==> src/rtl/mips_mem_pkg.sv <==
// Shared memory-stage definitions: word geometry, default store-buffer
// depth and the store-entry layout used by the store buffer.
package mips_mem_pkg;

  localparam int WORD_BYTES = 4;
  // Bit position where the word index starts: addr[AW-1:WORD_LSB].
  localparam int WORD_LSB   = $clog2(WORD_BYTES);

  localparam int SB_DEPTH = 4;
  localparam int SB_AW    = 32;
  localparam int SB_DW    = 32;

  // One pending store at the default address/data geometry.
  typedef struct packed {
    logic             valid;
    logic [SB_AW-1:0] addr;
    logic [SB_DW-1:0] data;
  } sb_entry_t;

endpackage

==> src/rtl/store_buffer_if.sv <==
// Bus bundle between the pipeline, the store buffer and data_memory.
// master: pipeline/memory side, slave: store buffer.
interface store_buffer_if
  import mips_mem_pkg::*;
#(
  parameter int DEPTH = SB_DEPTH,
  parameter int AW    = SB_AW,
  parameter int DW    = SB_DW
);
  localparam int CW = $clog2(DEPTH) + 1;

  logic          st_valid;
  logic          st_ready;
  logic [AW-1:0] st_addr;
  logic [DW-1:0] st_data;

  logic          ld_valid;
  logic [AW-1:0] ld_addr;
  logic [DW-1:0] ld_data;
  logic          ld_stall;
  logic          ld_fwd;

  logic          mem_write;
  logic [AW-1:0] mem_address;
  logic [DW-1:0] mem_write_data;
  logic [DW-1:0] mem_read_data;

  logic          empty;
  logic [CW-1:0] count;

  modport master (
    output st_valid, st_addr, st_data, ld_valid, ld_addr, mem_read_data,
    input  st_ready, ld_data, ld_stall, ld_fwd, mem_write, mem_address,
           mem_write_data, empty, count
  );

  modport slave (
    input  st_valid, st_addr, st_data, ld_valid, ld_addr, mem_read_data,
    output st_ready, ld_data, ld_stall, ld_fwd, mem_write, mem_address,
           mem_write_data, empty, count
  );

endinterface

==> src/rtl/store_buffer_match.sv <==
// Youngest-first address matcher over the circular store buffer.
// Entries are visited oldest (head) to youngest, so the last hit wins.
module store_buffer_match
  import mips_mem_pkg::*;
#(
  parameter  int DEPTH = SB_DEPTH,
  parameter  int IW    = SB_AW - WORD_LSB,
  localparam int PW    = $clog2(DEPTH)
) (
  input  logic [IW-1:0]    ld_word,
  input  logic [IW-1:0]    entry_word [DEPTH],
  input  logic [DEPTH-1:0] valid,
  input  logic [PW-1:0]    head,
  output logic             hit,
  output logic [PW-1:0]    hit_index
);

  logic [PW-1:0] idx;

  // Age-ordered scan; a later (younger) match overrides an earlier one.
  always_comb begin
    // NOTE: every output gets a default before the loop so no path can hold a stale value (no latch).
    hit       = 1'b0;
    hit_index = head;
    idx       = head;
    for (int i = 0; i < DEPTH; i++) begin
      // NOTE: blocking assignments here are intentional: the loop relies on in-order overwrite.
      idx = head + PW'(i);
      if (valid[idx] && (entry_word[idx] == ld_word)) begin
        hit       = 1'b1;
        hit_index = idx;
      end
    end
  end

endmodule

==> src/rtl/store_buffer.sv <==
// In-order word-store write buffer in front of data_memory's single port.
// Loads own the port unless the buffer is full or a load must wait for a
// matching entry to drain. Build option STORE_BUFFER_FORWARD_EN: when
// defined, loads hitting a pending store are forwarded from the buffer;
// otherwise such loads stall until the matching entries have drained.
module store_buffer
  import mips_mem_pkg::*;
#(
  parameter int DEPTH = SB_DEPTH,
  parameter int AW    = SB_AW,
  parameter int DW    = SB_DW
) (
  input logic           clk,
  input logic           reset,
  store_buffer_if.slave bus
);

  localparam int PW = $clog2(DEPTH);
  localparam int CW = PW + 1;
  localparam int IW = AW - WORD_LSB;

  logic [PW-1:0]    head;
  logic [PW-1:0]    tail;
  logic [CW-1:0]    cnt;
  logic [DEPTH-1:0] valid;
  logic [AW-1:0]    addr_q [DEPTH];
  logic [DW-1:0]    data_q [DEPTH];
  logic [IW-1:0]    entry_word [DEPTH];

  logic          full;
  logic          is_empty;
  logic          push;
  logic          drain_go;
  logic          stall_cond;
  logic          hit;
  logic [PW-1:0] hit_index;

  assign full     = (cnt == CW'(DEPTH));
  assign is_empty = (cnt == '0);
  // Acceptance uses the pre-drain count, so a full buffer refuses even while draining.
  assign push     = bus.st_valid && !full;

  // Word-index view of each entry; byte offset bits never take part in matching.
  always_comb begin
    for (int i = 0; i < DEPTH; i++) entry_word[i] = addr_q[i][AW-1:WORD_LSB];
  end

  store_buffer_match #(.DEPTH(DEPTH), .IW(IW)) u_match (
    .ld_word    (bus.ld_addr[AW-1:WORD_LSB]),
    .entry_word (entry_word),
    .valid      (valid),
    .head       (head),
    .hit        (hit),
    .hit_index  (hit_index)
  );

`ifdef STORE_BUFFER_FORWARD_EN
  assign stall_cond = 1'b0;
`else
  // Without forwarding, a load may only read memory once no pending store covers its word.
  assign stall_cond = bus.ld_valid && hit;
`endif

  // Drain whenever the port is not taken by a serviceable load; never on a reset cycle.
  assign drain_go = !reset && !is_empty && (!bus.ld_valid || full || stall_cond);

  assign bus.st_ready       = !full;
  assign bus.empty          = is_empty;
  assign bus.count          = cnt;
  assign bus.mem_write      = drain_go;
  assign bus.mem_address    = drain_go ? addr_q[head] : bus.ld_addr;
  assign bus.mem_write_data = data_q[head];
  assign bus.ld_stall       = bus.ld_valid && (full || stall_cond);

`ifdef STORE_BUFFER_FORWARD_EN
  logic fwd_sel;
  assign fwd_sel     = bus.ld_valid && !drain_go && hit;
  assign bus.ld_fwd  = fwd_sel;
  assign bus.ld_data = fwd_sel ? data_q[hit_index] : bus.mem_read_data;
`else
  assign bus.ld_fwd  = 1'b0;
  assign bus.ld_data = bus.mem_read_data;
`endif

  // Pointers, occupancy and per-entry valid bits.
  always_ff @(posedge clk) begin
    // NOTE: state uses non-blocking assignments so every flop samples pre-edge values.
    if (reset) begin
      head  <= '0;
      tail  <= '0;
      cnt   <= '0;
      valid <= '0;
    end else begin
      if (push) begin
        valid[tail] <= 1'b1;
        tail        <= tail + 1'b1;
      end
      if (drain_go) begin
        valid[head] <= 1'b0;
        head        <= head + 1'b1;
      end
      if (push && !drain_go)      cnt <= cnt + 1'b1;
      else if (!push && drain_go) cnt <= cnt - 1'b1;
    end
  end

  // Entry payload capture at the tail slot.
  always_ff @(posedge clk) begin
    // NOTE: payload storage is deliberately not reset; valid bits alone decide whether an entry exists.
    if (push) begin
      addr_q[tail] <= bus.st_addr;
      data_q[tail] <= bus.st_data;
    end
  end

  // A reported hit must always point at a live entry.
  assert property (@(posedge clk) disable iff (reset) hit |-> valid[hit_index]);

endmodule

==> src/flat_wrapper.sv <==
// flat-port wrapper written by rule: the top's interface ports become plain ports
module store_buffer_flat import mips_mem_pkg::*;
#(
  parameter int DEPTH = SB_DEPTH,
  parameter int AW    = SB_AW,
  parameter int DW    = SB_DW
)
  (clk, reset, bus_st_valid, bus_st_addr, bus_st_data, bus_ld_valid, bus_ld_addr, bus_mem_read_data, bus_st_ready, bus_ld_data, bus_ld_stall, bus_ld_fwd, bus_mem_write, bus_mem_address, bus_mem_write_data, bus_empty, bus_count);
  store_buffer_if #(.DEPTH(DEPTH), .AW(AW), .DW(DW)) bus_i ();
  input logic clk;
  input logic reset;
  input wire logic [$bits(bus_i.st_valid)-1:0] bus_st_valid;
  input wire logic [$bits(bus_i.st_addr)-1:0] bus_st_addr;
  input wire logic [$bits(bus_i.st_data)-1:0] bus_st_data;
  input wire logic [$bits(bus_i.ld_valid)-1:0] bus_ld_valid;
  input wire logic [$bits(bus_i.ld_addr)-1:0] bus_ld_addr;
  input wire logic [$bits(bus_i.mem_read_data)-1:0] bus_mem_read_data;
  output wire logic [$bits(bus_i.st_ready)-1:0] bus_st_ready;
  output wire logic [$bits(bus_i.ld_data)-1:0] bus_ld_data;
  output wire logic [$bits(bus_i.ld_stall)-1:0] bus_ld_stall;
  output wire logic [$bits(bus_i.ld_fwd)-1:0] bus_ld_fwd;
  output wire logic [$bits(bus_i.mem_write)-1:0] bus_mem_write;
  output wire logic [$bits(bus_i.mem_address)-1:0] bus_mem_address;
  output wire logic [$bits(bus_i.mem_write_data)-1:0] bus_mem_write_data;
  output wire logic [$bits(bus_i.empty)-1:0] bus_empty;
  output wire logic [$bits(bus_i.count)-1:0] bus_count;
  assign bus_i.st_valid = bus_st_valid;
  assign bus_i.st_addr = bus_st_addr;
  assign bus_i.st_data = bus_st_data;
  assign bus_i.ld_valid = bus_ld_valid;
  assign bus_i.ld_addr = bus_ld_addr;
  assign bus_i.mem_read_data = bus_mem_read_data;
  assign bus_st_ready = bus_i.st_ready;
  assign bus_ld_data = bus_i.ld_data;
  assign bus_ld_stall = bus_i.ld_stall;
  assign bus_ld_fwd = bus_i.ld_fwd;
  assign bus_mem_write = bus_i.mem_write;
  assign bus_mem_address = bus_i.mem_address;
  assign bus_mem_write_data = bus_i.mem_write_data;
  assign bus_empty = bus_i.empty;
  assign bus_count = bus_i.count;
  store_buffer #(.DEPTH(DEPTH), .AW(AW), .DW(DW)) u_core (.clk(clk), .reset(reset), .bus(bus_i));
endmodule
==> config.mk <==
export PLATFORM = sky130hd
export DESIGN_NAME = store_buffer_flat
export DESIGN_NICKNAME = d
export VERILOG_FILES = /design/src/rtl/mips_mem_pkg.sv /design/src/rtl/store_buffer_if.sv /design/src/rtl/store_buffer_match.sv /design/src/rtl/store_buffer.sv /design/src/flat_wrapper.sv
export SDC_FILE = /design/constraint.sdc
export NUM_CORES = 1
export LEC_CHECK = 0
export ABC_AREA = 1
export ABC_CLOCK_PERIOD_IN_PS = 11200
export BUFFER_PORTS_ARGS = -buffer_cell sky130_fd_sc_hd__buf_2
export CORE_MARGIN = 10
export CORE_UTILIZATION = 51
export CTS_CLUSTER_DIAMETER = 100
export DETAILED_ROUTE_END_ITERATION = 6
export PLACE_DENSITY_LB_ADDON = 0.25
export SETUP_SLACK_MARGIN = 0.05
export SLEW_MARGIN = 40
export SYNTH_ARGS = -nofsm -noshare
export SYNTH_HDL_FRONTEND = slang
export SYNTH_SLANG_ARGS = --single-unit
==> constraint.sdc <==
create_clock -name clk -period 11.2 [get_ports clk]
set_input_delay 1.68 -clock clk [delete_from_list [all_inputs] [get_ports clk]]
set_output_delay 1.68 -clock clk [all_outputs]
set_load 0.005 [all_outputs]
==> flow_summary.rst <==
.. list-table::
   :header-rows: 1

   * - Metric
     - Value
   * - Cts hold-fix bufs
     - 0
   * - Number of maximum-capacitance constraint violations
     - 0
   * - Effective utilization at floorplan
     - 0.5211
   * - Worst setup path endpoint
     - bus_mem_address[7]
   * - Proportion of register bits with asynchronous set or reset after synthesis
     - 0
   * - Root cell of the clock tree
     - clkbuf_16
   * - H-tree lvl count
     - 1
   * - Post-CTS setup buffer count
     - 0
   * - Minimum clock period after layout
     - between 7 and 8 ns
   * - Distinct cell type count of the synthesized netlist
     - 27
   * - Top cell type's share of synthesized area
     - 0.4925
   * - Total number of clock tree sinks
     - 269
   * - Cell type with the highest aggregate area in the netlist
     - edfxtp_1
   * - Count of endpoints failing hold in the final timing report
     - 0
   * - Reg2reg end
     - u_core.bus.count[2]
   * - Worst setup slack before clock tree synthesis
     - between 4 and 5 ns
   * - Height of the die
     - 194.9 um
   * - Status
     - finished clean
   * - Number of storage elements in the synthesis netlist
     - ~270
   * - Multi-input combinational cell area
     - roughly 6700 sq um
   * - Cell types with the largest area share after synthesis
     - edfxtp_1 (49%), nand2_1 (16%), nand3_1 (11%)
   * - Start point of the critical path
     - u_core.head[0]
   * - Maximum clock frequency
     - between 100 and 150 MHz
   * - Remaining Overflow, GRT
     - 0
   * - Synth Flop Type
     - edfxtp_1
   * - Worst path arrival time
     - 5.38 ns
   * - Post-DP HPWL
     - around 33 mm
   * - Slew margin rel.
     - 0.4732
   * - Starting DRC count in detailed routing
     - ~1500
   * - Slew at the pin with the worst max-slew slack
     - just under 0.8 ns
   * - Number of vias per cell
     - approximately 6
   * - Clock tree buffer depth
     - 3
   * - HP Class
     - flip-flop to flip-flop
   * - Clock slew at reported path FFs
     - roughly 0.070 ns
   * - Number of CTS-inserted buffers
     - 28
   * - CP Max Fanout
     - 62
   * - DRC violation count after routing
     - 0
   * - Number of antenna violations at the first check in global routing
     - 10
   * - Least setup slack across all paths after layout
     - between 4 and 5 ns
   * - Fraction of layout cells with a size suffix above 1
     - 0.1251
   * - Die width
     - roughly 200 um
   * - Post-route antenna net violation count
     - 0
   * - Fillers
     - about 2700
   * - Maximum number of pins on one net before global-route repair
     - around 100
   * - Std-Cell Core Area
     - between 20000 and 30000 sq um
   * - Sequential cell area fraction in the yosys report
     - 0.5092
   * - Skew final
     - approximately 0.015 ns
   * - Cells after synthesis
     - 1961
   * - Clock tree from TritonCTS
     - yes
   * - Pre-Repair DR Iteration Count
     - 6
   * - Standard-cell rows
     - between 60 and 70
   * - Area Growth Syn to Fin
     - 10.81%
   * - Top Ports
     - approximately 240
   * - Number of enable-type register cells in the synthesized netlist
     - about 260
   * - Synthesized Nets
     - roughly 2100
   * - Max-slew violation total from the final report
     - 0
   * - DR vias
     - between 10000 and 15000
   * - Origin of the critical flop-to-flop path
     - u_core.head[0]
   * - Final count of negative-setup-slack endpoints
     - 0
   * - Power Total
     - between 0.003 and 0.004 W
   * - Syn. warnings
     - 0
   * - Most frequent cell after synthesis
     - nand2_1
   * - Power per unit of standard cell area
     - about 220 nW/um^2
   * - Startpoint type of the worst setup path
     - flip-flop
   * - Final wirelength
     - 48.25 mm
   * - Setup repair after global routing missed its margin
     - false
   * - Top cell types by occurrence after synthesis
     - nand2_1 (658), nand3_1 (328), edfxtp_1 (256)
   * - Gp weighted congestion
     - roughly 1.0
   * - Area occupied by registers
     - about 8000 sq um
   * - Crit end category
     - output pin
   * - Routed WL per cell
     - 19.62 um
   * - Clock insertion delay at the later pin of the skew report
     - between 0.5 and 0.6 ns
   * - Port Buffer Count
     - 170
   * - Die area
     - about 38000 sq um
   * - Worst ir drop on vdd
     - around 0.14 mV
   * - Total routing resource utilization after global routing
     - 0.2410
   * - Layout Nets
     - 2184
   * - Total standard cell area after synthesis
     - ~16000 sq um
   * - Vias in the first global route
     - 13415
   * - Global-route wire length before repair
     - between 70 and 80 mm
   * - Summed negative setup slack over all endpoints
     - 0 ns
   * - CP required
     - roughly 9.5 ns
   * - Leakage dissipation
     - ~7.3 nW
   * - Post-layout util
     - 0.5774
   * - R2r worst-path depth
     - 22
   * - Crit Path Class
     - flip-flop to output pin
   * - Worst reg-to-reg setup slack
     - approximately 6.5 ns
   * - Share of the cycle needed by the critical path after routing
     - 0.6302
   * - Average cell area after synthesis
     - 7.959 sq um
   * - Post_cts resized
     - 0
power breakdown:
group          total (W)  internal (W)  switching, W
logic            0.00155      0.000475       0.00108
registers        0.00132       0.00123     0.0000818
clock network   0.000915      0.000528      0.000387
total            0.00378       0.00224       0.00155
worst max-delay path, stage by stage (launching register included):
cell and delay [ns]:
dfxtp_4 0.77, inv_4 0.39, ha_2 0.47, buf_4 0.56, nand3_1 0.19, nand3_1 0.12
nand2_1 0.11, nor2_1 0.16, nand2_1 0.10, nor2_1 0.13, nand2_1 0.06, nor2_1 0.10
nor2_1 0.07, nand3_2 0.09, nand2_4 0.10, inv_2 0.39, buf_4 0.51, nand2_1 0.13
o21ai_2 0.09, buf_2 0.13
cell type report:
class                           instances  area share
Clock inverter                         18     0.01136
Antenna cell                            7    0.001013
Multi-Input combinational cell       1501      0.3875
Sequential cell                       269      0.4601
Tap cell                              390     0.02821
Timing Repair Buffer                  186     0.05787
Inverter                               56     0.01252
Clock buffer                           32     0.04138
placed cells by master, fill, tap and decap left out, types with 2 or more instances in the layout:
master | Yosys | final
inv_4 | 1 | 2
nand3_1 | 328 | 328
a21oi_1 | 8 | 8
nor2_1 | 224 | 220
dfxtp_1 | 13 | 9
buf_6 | 12 | 4
inv_1 | 52 | 50
clkbuf_16 | 0 | 28
o22ai_1 | 62 | 62
nand2_1 | 658 | 658
diode_2 | 0 | 7
buf_2 | 33 | 170
xor2_1 | 6 | 6
dfxtp_4 | 0 | 2
a32o_1 | 2 | 2
clkbuf_1 | 49 | 4
bufinv_16 | 0 | 3
clkinv_1 | 0 | 6
clkinv_2 | 0 | 4
o21ai_2 | 15 | 15
ha_1 | 9 | 8
buf_4 | 37 | 10
dfxtp_2 | 0 | 2
o21ai_0 | 148 | 148
buf_8 | 0 | 2
edfxtp_1 | 256 | 256
o21ai_1 | 34 | 34
inv_2 | 3 | 3
nor2_4 | 0 | 4
clkinvlp_4 | 0 | 4
nor3_1 | 2 | 2
worst min-delay path by stage:
stage / from / end / slack (ns) / depth (start not counted)
after floorplan: u_core.bus.count[2] / u_core.bus.count[2] / 0.49 / 2
after global placement: u_core.bus.count[2] / u_core.bus.count[2] / 0.50 / 2
after detailed placement: u_core.bus.count[2] / u_core.bus.count[2] / 0.51 / 2
after CTS: u_core.bus.count[2] / u_core.bus.count[2] / 0.52 / 2
after global routing: u_core.bus.count[2] / u_core.bus.count[2] / 0.57 / 2
final: u_core.bus.count[2] / u_core.bus.count[2] / 0.53 / 2
per-stage QoR:
step | cells | cell area (sq um) | hold slack [ns]
2_1_floorplan | 1961 | 15610 | 0.4873
3_3_place_gp | 2400 | 16320 | 0.4961
3_5_place_dp | 2402 | 16360 | 0.5136
4_1_cts | 2452 | 17270 | 0.5207
5_1_grt | 2454 | 17280 | 0.5689
6_report | 2459 | 17300 | 0.5349
cell families after synthesis:
logic type	Yosys count	share of synthesized area
other cells	1	0.0002403
fa+ha+maj	10	0.008498
buf+inv	191	0.06341
simple gates	1214	0.3193
compound gates	270	0.09596
flops	269	0.5092
xor+xnor	6	0.003367
metal layers:
metal,share of wire,GRT usage
met1,0.40,0.3081
met2,0.46,0.3874
met3,0.096,0.05421
met4,0.039,0.09749
met5,0.0014,0
registers in the layout, summed over array words and instances (netlist names), named ones only:
name / flops
u_core.addr_q: 128
u_core.head: 2
u_core.tail: 2
u_core.bus.count: 3
u_core.valid: 4
u_core.data_q: 128
Power figures use the tool's default switching activity.
